## src/rtl/logic_unit_pkg.sv

```systemverilog
// Shared constants for the pipelined bitwise logic unit: op encoding and op width.
package logic_unit_pkg;

    localparam int OP_W = 3;

    localparam logic [OP_W-1:0] OP_AND  = 3'd0;
    localparam logic [OP_W-1:0] OP_OR   = 3'd1;
    localparam logic [OP_W-1:0] OP_XOR  = 3'd2;
    localparam logic [OP_W-1:0] OP_NAND = 3'd3;
    localparam logic [OP_W-1:0] OP_NOR  = 3'd4;
    localparam logic [OP_W-1:0] OP_XNOR = 3'd5;
    localparam logic [OP_W-1:0] OP_ANDN = 3'd6;
    localparam logic [OP_W-1:0] OP_PASS = 3'd7;

endpackage

```

## src/rtl/logic_unit_if.sv

```systemverilog
// Operand/result valid-ready bundle for logic_unit.
// zero/parity exist only when LOGIC_UNIT_FLAGS_EN is defined.
interface logic_unit_if #(parameter int WIDTH = 8);
    import logic_unit_pkg::*;

    logic             in_valid;
    logic             in_ready;
    logic [OP_W-1:0]  op;
    logic [WIDTH-1:0] a;
    logic [WIDTH-1:0] b;
    logic             out_valid;
    logic             out_ready;
    logic [WIDTH-1:0] result;
`ifdef LOGIC_UNIT_FLAGS_EN
    logic             zero;
    logic             parity;
`endif

    modport master (
        output in_valid, op, a, b, out_ready,
`ifdef LOGIC_UNIT_FLAGS_EN
        input  zero, parity,
`endif
        input  in_ready, out_valid, result
    );

    modport slave (
        input  in_valid, op, a, b, out_ready,
`ifdef LOGIC_UNIT_FLAGS_EN
        output zero, parity,
`endif
        output in_ready, out_valid, result
    );

endinterface

```

## src/rtl/logic_unit_stage.sv

```systemverilog
// One valid/ready register stage with a generic payload and a configurable reset value.
module logic_unit_stage #(
    parameter int           W         = 8,
    parameter logic [W-1:0] RESET_VAL = '0
) (
    input  logic         clk,
    input  logic         rst_n,
    input  logic         in_valid,
    output logic         in_ready,
    input  logic [W-1:0] in_data,
    output logic         out_valid,
    input  logic         out_ready,
    output logic [W-1:0] out_data
);

    assign in_ready = !out_valid || out_ready;

    // Load whenever the stage is empty or draining; a missing upstream beat leaves a bubble.
    always_ff @(posedge clk or negedge rst_n) begin
        if (!rst_n) begin
            out_valid <= 1'b0;
            out_data  <= RESET_VAL;
        end else if (in_ready) begin
            out_valid <= in_valid;
            if (in_valid) begin
                out_data <= in_data;
            end
        end
    end

endmodule

```

## src/rtl/logic_unit.sv

```systemverilog
// Two-stage pipelined bitwise logic unit (8 functions, WIDTH bits) with valid/ready flow control.
// Define LOGIC_UNIT_FLAGS_EN to add registered zero/parity result flags.
module logic_unit
    import logic_unit_pkg::*;
#(
    parameter int WIDTH = 8
) (
    input logic          clk,
    input logic          rst_n,
    logic_unit_if.slave  bus
);

    localparam int S1_W = OP_W + 2 * WIDTH;

    logic             s1_valid;
    logic             s2_ready;
    logic [S1_W-1:0]  s1_data;
    logic [OP_W-1:0]  s1_op;
    logic [WIDTH-1:0] s1_a;
    logic [WIDTH-1:0] s1_b;
    logic [WIDTH-1:0] fn_result;

    logic_unit_stage #(.W(S1_W), .RESET_VAL('0)) u_s1 (
        .clk       (clk),
        .rst_n     (rst_n),
        .in_valid  (bus.in_valid),
        .in_ready  (bus.in_ready),
        .in_data   ({bus.op, bus.a, bus.b}),
        .out_valid (s1_valid),
        .out_ready (s2_ready),
        .out_data  (s1_data)
    );

    assign s1_op = s1_data[S1_W-1 -: OP_W];
    assign s1_a  = s1_data[2*WIDTH-1 -: WIDTH];
    assign s1_b  = s1_data[WIDTH-1:0];

    always_comb begin
        fn_result = s1_a;
        case (s1_op)
            OP_AND:  fn_result = s1_a & s1_b;
            OP_OR:   fn_result = s1_a | s1_b;
            OP_XOR:  fn_result = s1_a ^ s1_b;
            OP_NAND: fn_result = ~(s1_a & s1_b);
            OP_NOR:  fn_result = ~(s1_a | s1_b);
            OP_XNOR: fn_result = ~(s1_a ^ s1_b);
            OP_ANDN: fn_result = s1_a & ~s1_b;
            OP_PASS: fn_result = s1_a;
            default: fn_result = s1_a;
        endcase
    end

`ifdef LOGIC_UNIT_FLAGS_EN
    // Flags ride in the S2 payload so they share the result's valid bit and stall behaviour.
    localparam int               S2_W   = WIDTH + 2;
    localparam logic [S2_W-1:0]  S2_RST = {{WIDTH{1'b0}}, 1'b1, 1'b0};
    logic [S2_W-1:0] s2_in;
    logic [S2_W-1:0] s2_out;

    assign s2_in = {fn_result, ~|fn_result, ^fn_result};
    assign {bus.result, bus.zero, bus.parity} = s2_out;
`else
    localparam int               S2_W   = WIDTH;
    localparam logic [S2_W-1:0]  S2_RST = '0;
    logic [S2_W-1:0] s2_in;
    logic [S2_W-1:0] s2_out;

    assign s2_in      = fn_result;
    assign bus.result = s2_out;
`endif

    logic_unit_stage #(.W(S2_W), .RESET_VAL(S2_RST)) u_s2 (
        .clk       (clk),
        .rst_n     (rst_n),
        .in_valid  (s1_valid),
        .in_ready  (s2_ready),
        .in_data   (s2_in),
        .out_valid (bus.out_valid),
        .out_ready (bus.out_ready),
        .out_data  (s2_out)
    );

endmodule

```

## src/flat_wrapper.sv

```systemverilog
// flat-port wrapper written by rule: the top's interface ports become plain ports
module logic_unit_flat import logic_unit_pkg::*;
#(
    parameter int WIDTH = 8
)
  (clk, rst_n, bus_in_valid, bus_op, bus_a, bus_b, bus_out_ready, bus_in_ready, bus_out_valid, bus_result);
  logic_unit_if #(.WIDTH(WIDTH)) bus_i ();
  input logic clk;
  input logic rst_n;
  input wire logic [$bits(bus_i.in_valid)-1:0] bus_in_valid;
  input wire logic [$bits(bus_i.op)-1:0] bus_op;
  input wire logic [$bits(bus_i.a)-1:0] bus_a;
  input wire logic [$bits(bus_i.b)-1:0] bus_b;
  input wire logic [$bits(bus_i.out_ready)-1:0] bus_out_ready;
  output wire logic [$bits(bus_i.in_ready)-1:0] bus_in_ready;
  output wire logic [$bits(bus_i.out_valid)-1:0] bus_out_valid;
  output wire logic [$bits(bus_i.result)-1:0] bus_result;
  assign bus_i.in_valid = bus_in_valid;
  assign bus_i.op = bus_op;
  assign bus_i.a = bus_a;
  assign bus_i.b = bus_b;
  assign bus_i.out_ready = bus_out_ready;
  assign bus_in_ready = bus_i.in_ready;
  assign bus_out_valid = bus_i.out_valid;
  assign bus_result = bus_i.result;
  logic_unit #(.WIDTH(WIDTH)) u_core (.clk(clk), .rst_n(rst_n), .bus(bus_i));
endmodule
```

## config.mk

```make
export PLATFORM = sky130hd
export DESIGN_NAME = logic_unit_flat
export DESIGN_NICKNAME = d
export VERILOG_FILES = /design/src/rtl/logic_unit_pkg.sv /design/src/rtl/logic_unit_if.sv /design/src/rtl/logic_unit_stage.sv /design/src/rtl/logic_unit.sv /design/src/flat_wrapper.sv
export SDC_FILE = /design/constraint.sdc
export NUM_CORES = 1
export LEC_CHECK = 0
export ABC_AREA = 1
export CORE_UTILIZATION = 55
export CTS_CLUSTER_DIAMETER = 200
export DETAILED_ROUTE_END_ITERATION = 7
export GPL_ROUTABILITY_DRIVEN = 0
export GPL_TIMING_DRIVEN = 0
export MAX_ROUTING_LAYER = met4
export PLACE_DENSITY = 0.81
export SYNTH_ARGS = -nofsm -noshare
export SYNTH_HDL_FRONTEND = slang
export SYNTH_SLANG_ARGS = --single-unit
export TNS_END_PERCENT = 1
```

## constraint.sdc

```tcl
create_clock -name clk -period 1.7 [get_ports clk]
set_input_delay 0.255 -clock clk [delete_from_list [all_inputs] [get_ports clk]]
set_output_delay 0.255 -clock clk [all_outputs]
set_load 0.1 [all_outputs]
```

---- After elaboration in Yosys (flattened, before gate mapping) ----
Index checks and enable logic that the tools add are counted.
operators by class
  magnitude comparators ................... 0
  equality and inequality tests ........... 7
  add/subtract/negate cells ............... 0
  reductions and logical operators ........ 7
  multiplexer cells ....................... 1
  divide/modulo/power cells ............... 0
  shift operators ......................... 0
  bitwise gates (word level) .............. 8
  $mul .................................... 0
operators by type and width
  operator                                                                count
  8-bit case mux with 8 select lines                                      1
  8-bit inverter                                                          4
  8-bit bitwise AND                                                       2
  3-bit equality test (second input constant)                             4
  8-bit bitwise OR                                                        1
  8-bit bitwise XOR                                                       1
  3-bit by 2-bit equality test with 1-bit output (second input constant)  2
  2-bit AND reduction                                                     2
  3-bit by 1-bit equality test with 1-bit output (second input constant)  1
  3-bit logical NOT                                                       1
  1-bit logical NOT                                                       2
  1-bit logical OR                                                        2
word-level totals
  output and inout port bits .............. 10
  memories ................................ 0
  bits in latches ......................... 0
  bits in writable memories ............... 0
  memory bits (read-only) ................. 0
  bits in registers ....................... 29
  input port bits ......................... 23

---- Longest topological paths before layout ----
Gate-level depths: netlist of the first run.
  word-level depth ........................ 4
  gate-level depth with buffers ........... 9

---- Cells and area by module ----
Synthesis of the first run repeated with hierarchy kept, for this count alone.
second synthesis, totals
  cell total of the unflattened synthesis .. 318
  area, all modules ....................... 2303.5 um2
modules (own cells, without submodules)
  module                          area each (um2)  cells each  instances
  logic_unit                      1122.3           192         1
  logic_unit_stage (u_core.u_s1)  813.3            87          1
  logic_unit_stage (u_core.u_s2)  367.9            39          1

---- Least setup slack after synthesis of the first run ----
OpenSTA, ideal clock, no wires.
  path kind ............................... reg-to-reg
  start ................................... register u_core.u_s2.out_valid
  end ..................................... register u_core.u_s1.out_valid
  path slack .............................. -809 ps
  stages on the path, launching flop included .. 6
  path buffers ............................ 2
  period minus slack after synthesis ...... 2509 ps
  data required time ...................... 1558 ps
  arrival time ............................ 2367 ps
  cells stage by stage .................... dfrtp_1 nand3_2 nand2_1 buf_2 buf_4 nand2_1
on the way
  word-level cells in the longest chain between the ends .. 3
RTL lines
  item                            RTL line                RTL
  start, declared                 logic_unit_stage.sv:11  output logic out_valid,
  start signal, assigned          logic_unit_stage.sv:24  out_valid <= in_valid;
  1-bit logical NOT               logic_unit_stage.sv:16  assign in_ready = !out_valid || out_ready;
  1-bit logical OR (2 in series)  logic_unit_stage.sv:16
  net bus_in_ready                flat_wrapper.sv:15      output wire logic [$bits(bus_i.in_ready)-1:0] bus_in_ready;
  end signal, assigned            logic_unit_stage.sv:24
  end, declared                   logic_unit_stage.sv:11
The timed path passes the listed nets, and every way through them passes these cells.
A chain may end at the register's enable or synchronous reset.

---- Worst setup path after layout of the first run ----
  start ................................... register u_core.u_s2.out_valid
  end ..................................... output bus_in_ready
on the way
  word-level cells in the longest chain between the ends .. 3
RTL lines
  item                            RTL line
  1-bit logical NOT               logic_unit_stage.sv:16
  1-bit logical OR (2 in series)  logic_unit_stage.sv:16
  end, declared                   flat_wrapper.sv:15
No other way between the ends.

==> results.cfg, run 1 <==
[run_status]
status = finished with violations
failed_checks = negative hold slack

[yosys]
synth-seq-cells = 29
muxShareOfSynthArea_pct = 0
synth_nets = 363
synth_cell_types = 19
avgSynthCellArea_um2 = 7.143
synthAdderAreaFrac_pct = 13.30
synthSimpleGateAreaFrac_pct = 33.87
netlist_area_um2 = 2257
synth_xor_xnor_area_share_pct = 0
synth_top_family_by_area = simple AND/OR/NAND/NOR gates
syn_inst = 316
ys_seq_area_share_pct = 32.15
yosys_warnings = 0
synth_compound_area_share_pct = 6.541

[cells_and_area]
antenna_cells = 0
fill_cells = 340
stdcell_count = 404
drive_above_1_share_pct = 12.92
post-route-util_pct = 71.94
syn_to_final_growth_pct = 21.06
nets = 402

[route]
drt_iter0_markers = 195
wirelength_um = 5630
drc = 0
first_pass_iters = 4
wl_met3_um = 458
final_antenna_net_count = 0
viasPerCell = 5.319
met2_length_um = 2754
top_layer = met4
dr_total_vias = 2149
wl_per_cell_um = 13.94
wl_met1_um = 2360

[floorplanning]
die_y_um = 66.06
die_w_um = 66.06
design.die.area_um2 = 4364
pin_count = 33
num_rows = 22
core_um2 = 3799
start_util_pct = 59.42

[global_route]
track_usage_pct = 29.96
globalRouteOverflowTotal = 0
grt_antenna_before_repair = 0
grt_pass1_vias = 2023
grt_pass1_wl_um = 9425
grt_max_degree = 30

[critical_path]
cp_num_buf_inv = 1
rr_startpoint = u_core.u_s2.out_valid
reg2regPathDepth = 4
crit_path_end_kind = primary output
crit_chain = nand3_4 -> buf_2
timing.rr.end = u_core.u_s2.out_data[1]
critical_path_class = reg -> out
startpoint_type = flip-flop
required_ns = 1.44
cpLargestDelayFamily = flip-flops
slowest_delay_ns = 0.51
worst-path-max-fanout = 4
cp_slowest_cell = dfrtp_4
critPathArrivalTime_ns = 1.31
reg2reg_slack_ns = 0.21

[pwr]
peakVddDrop_v = 0.0007358
clockPowerShare_pct = 18.9
p_comb_share_pct = 52.7
p_seq_share_pct = 28.3
finalPower_w = 0.003346
p_leak_nw = 1.555
power_switching_w = 0.001680
switching_share_pct = 50.20
power.internal_w = 0.001667
powerDensity_nw_per_um2 = 1225

[sta]
fin_tns_setup_ns = 0
rsz0062_at_grt = no
hold_viol_final = 1
period_needed_ns = 1.563
worst_pin_slew_ns = 0.6764
setup_viol = 0
slew_viol_final = 0
fin_skew_ns = 0.007988
slew-limit-headroom_pct = 54.91
whs_ns = -0.0004878
fmax_mhz = 639.7
fin_crit_sh_pct = 91.95

[clock_network]
cts_root_buf = clkbuf_8
tritoncts = yes
numCtsBuffers = 5
clk_latency_ns = 0.29
htreeDepth = 2
holdBufCountCts = 0
cts.sinks = 29
path_clk_slew_ns = 0.07
cts_buffer_depth = 2

[placed_design]
place_inst = 396
hpwl_um = 3752
io_buffers = 32

[flow_run]
drv_cap = 0

[min_path]
hp-class = in -> async
==> layer usage <==
metal  vias up  global-route usage [%]
li1       1082                       -
met1       982                   37.10
met2        79                   50.00
met3         6                   7.069
met4         0                   5.851
met5         -                       -
==> cells by family (layout without fill, tap and decap cells) <==
kind of cell	count (synthesis)	in the layout
compound gates	28	28
fa+ha+maj	24	24
buf+inv	70	110
flops	29	29
simple gates	165	165
==> worst max-delay path by stage <==
stage,to,slack [ns],from,cells past startpoint
floorplan,u_core.u_s1.out_data[17],0.002,u_core.u_s2.out_valid,5
global placement,bus_in_ready,-0.55,bus_out_ready,4
detailed placement,bus_in_ready,-0.56,bus_out_ready,4
CTS,bus_result[3],0.001,u_core.u_s2.out_data[3],1
global route,u_core.u_s2.out_data[2],0.07,bus_out_ready,6
finish,bus_in_ready,0.14,u_core.u_s2.out_valid,2
==> power groups by stage <==
stage | Clock, W | Combinational [W] | Sequential (W)
finish | 0.000634 | 0.00176 | 0.000948
global route | 0.000676 | 0.00191 | 0.000967
CTS | 0.000646 | 0.00177 | 0.000950
detailed placement | 0 | 0.00178 | 0.000963
global placement | 0 | 0.00176 | 0.000950
floorplan | 0 | 0.000720 | 0.00158
==> flip-flops by register name (all words and copies together), names as in the netlist <==
register / cells
u_core.u_s1.out_data: 19
u_core.u_s2.out_data: 8
u_core.u_s1.out_valid: 1
u_core.u_s2.out_valid: 1
==> synthesized netlist by cell type (all sizes together) <==
library cell	instances	share of area, %
a21oi	20	4.6
buf	16	5.2
dfrtp	29	32
ha	24	13
inv	54	9.0
nand2	78	13
nand3	17	4.0
nand4	32	8.9
nor2	38	7.7
o21ai	8	1.9
==> area by class of cell <==
class	count	area (µm²)	share of cell area (%)
Timing Repair Buffer	32	302.8	11.08
Multi-Input combinational cell	217	1220	44.64
Sequential cell	29	729.5	26.69
Clock inverter	1	5.005	0.1832
Inverter	54	202.7	7.418
Clock buffer	7	96.34	3.526
Tap cell	48	60.06	2.198
Buffer	16	116.4	4.258
==> layout by cell type (no fill, tap or decap) <==
| master | n |
|---|---|
| nand3_4 | 1 |
| o21ai_2 | 1 |
| nand2_1 | 77 |
| ha_1 | 24 |
| buf_2 | 11 |
| buf_6 | 5 |
| a21oi_2 | 1 |
| nor2_1 | 35 |
| nor2_8 | 1 |
| nand3_1 | 16 |
| buf_4 | 2 |
| dfrtp_4 | 1 |
| a21oi_1 | 19 |
| clkinv_2 | 1 |
| clkdlybuf4s15_2 | 6 |
| o21ai_1 | 7 |
| clkbuf_8 | 7 |
| clkdlybuf4s50_1 | 21 |
| inv_2 | 3 |
| nand4_1 | 32 |
| dfrtp_1 | 28 |
| inv_1 | 51 |
| nor2_4 | 2 |
| clkbuf_2 | 3 |
| nand2_4 | 1 |
==> timing repair <==
action	in CTS	in global routing
resized for setup	28	5
setup buffers	0	0
endpoints found under the setup margin	11	4
==> worst register-to-register path: stages, from the launching register on <==
cell and delay [ns]:
dfrtp_4 0.51, a21oi_2 0.44, inv_1 0.25, nand2_1 0.12, nand2_1 0.06
==> through the flow <==
| step | hold slack [ns] | instance area [µm²] | setup WS [ns] |
|---|---|---|---|
| floorplan | -0.04059 | 2268 | 0.001874 |
| finish | -0.0004878 | 2733 | 0.1368 |
| detailed placement | 0.4662 | 2649 | -0.5606 |
| global placement | 0.4608 | 2649 | -0.5502 |
| global route | 0.06004 | 2733 | 0.07419 |
| CTS | 0.4475 | 2758 | 0.001090 |
Power figures use the tool's default switching activity.
==> run 2, diff against run 1 <==
CORE_UTILIZATION = 59   (was 55)
PLACE_DENSITY = 0.86   (was 0.81)
clock period = 1.8 ns   (was 1.7 ns; I/O delays follow)
==> run 2 against run 1 <==
- clock power is 18% lower
- sequential power is 6.4% lower
- first-iteration DRC count is 8.2% higher
- worst hold slack better by 0.014 ns
- critical path depth is 1 lower
- highest routed layer unchanged
- flip-flop and latch count stayed put
- power is 8.5% lower
- final cell count stayed put
- clock skew is 0.0040 ns lower
- the flow now finishes without violations
==> results.cfg, run 2 (synthesis results as in run 1) <==
[global_route]
grt_pass1_vias = 2243
grt_max_degree = 30
grt_antenna_before_repair = 0
track_usage_pct = 32.70
globalRouteOverflowTotal = 0
grt_pass1_wl_um = 9922

[critical_path]
worst-path-max-fanout = 2
critPathArrivalTime_ns = 1.48
cp_slowest_cell = dlygate4sd2_1
critical_path_class = reg -> out
crit_path_end_kind = primary output
cp_num_buf_inv = 1
required_ns = 1.53
crit_cells = 1
slowest_delay_ns = 0.85
startpoint_type = flip-flop
reg2regPathDepth = 4
cpLargestDelayFamily = buffers and inverters
crit_chain = dlygate4sd2_1

[cells_and_area]
syn_to_final_growth_pct = 20.34
final_cell_mix = nand2_1, inv_1, nor2_1, nand4_1, dfrtp_1
antenna_cells = 0
largestRegisters = u_core.u_s1.out_data: 19 flops, u_core.u_s2.out_data: 8 flops
multi_input_area_um2 = 1220
largest-register = u_core.u_s1.out_data
fill_cells = 302
layout_commonest_cell = nand2_1
register_area_um2 = 729.5
drive_above_1_share_pct = 9.831
post-route-util_pct = 74.20
nets = 402
final_area_um2 = 2716
largest_reg_flops = 19

[sta]
fin_crit_sh_pct = 97.10
slew_viol_final = 0
slew-limit-headroom_pct = 37.12
worst_pin_slew_ns = 0.9470
period_needed_ns = 1.748
fmax_mhz = 572.1
hold_viol_final = 0
setup_viol = 0
rsz0062_at_grt = no
fin_skew_ns = 0.003944

[floorplanning]
start_util_pct = 61.65
num_rows = 22
die_w_um = 63.85
pin_count = 33
design.die.area_um2 = 4077
die_y_um = 63.85
core_um2 = 3661

[clock_network]
cts.sinks = 29
numCtsBuffers = 5
htreeDepth = 2
cts_root_buf = clkbuf_8
path_clk_slew_ns = 0.06
post_cts_buffers = 0
tritoncts = yes
holdBufCountCts = 0
cts_buffer_depth = 2
clk_latency_ns = 0.29
ctsResizeCount = 14

[route]
wl_per_cell_um = 13.77
drt_iter0_markers = 211
viasPerCell = 5.433
wl_met3_um = 418
wl_met1_um = 2345
wirelength_um = 5563
top_layer = met4
drc = 0
final_antenna_net_count = 0
met2_length_um = 2672
dr_total_vias = 2195
first_pass_iters = 5

[min_path]
hp-class = in -> async

[placed_design]
io_buffers = 32
dpl_cell_area_um2 = 2649
hpwl_um = 3807

[pwr]
peakVddDrop_v = 0.0006379
p_leak_nw = 1.559
powerDensity_nw_per_um2 = 1128

[flow_run]
drv_cap = 0

[run_status]
status = completed
-- run 2: final cells by class --
type	instances	area share, %
Buffer	16	4.284
Sequential cell	29	26.85
Tap cell	48	2.211
Timing Repair Buffer	32	11.33
Multi-Input combinational cell	217	44.91
Clock buffer	8	2.948
Inverter	54	7.462
-- run 2: routing by layer --
metal  vias to the layer above  GRT usage (%)
met2                       119          53.06
met3                        19          7.321
li1                       1090              -
met1                       967          38.18
met5                         -              -
met4                         0          15.91
-- run 2: stage by stage --
step	TNS (ns)	total power, W	setup WS [ns]	hold slack (ns)	std cells
after global placement	-0.6971	0.002553	-0.4760	0.4606	396
after detailed placement	-2.335	0.002594	-0.5089	0.4652	396
after floorplan	0	0.002168	0.1019	-0.02559	316
final	0	0.003063	0.05218	0.01378	404
after global routing	0	0.003261	0.008178	0.06969	404
after CTS	0	0.003054	0.03756	0.4770	404
-- run 2: worst paths after layout --
| path | start | slack [ns] | to |
|---|---|---|---|
| setup / recovery | u_core.u_s2.out_data[6] | 0.05 | bus_result[6] |
| hold / removal | rst_n | 0.01 | u_core.u_s1.out_data[4] |
| setup reg to reg | u_core.u_s2.out_valid | 0.28 | u_core.u_s2.out_data[0] |
| hold reg to reg | u_core.u_s2.out_data[3] | 0.48 | u_core.u_s2.out_data[3] |
| max in group asynchronous | rst_n | 1.28 | u_core.u_s2.out_valid |
| min in group clk | u_core.u_s2.out_data[3] | 0.48 | u_core.u_s2.out_data[3] |
-- run 2: report_power, final --
group          leakage [nW]  total (W)  switching (W)  internal [W]
sequential            0.332   0.000887      0.0000881      0.000799
combinational          1.19    0.00166        0.00124      0.000421
clock                0.0395   0.000518       0.000244      0.000274
total                  1.56    0.00306        0.00157       0.00149
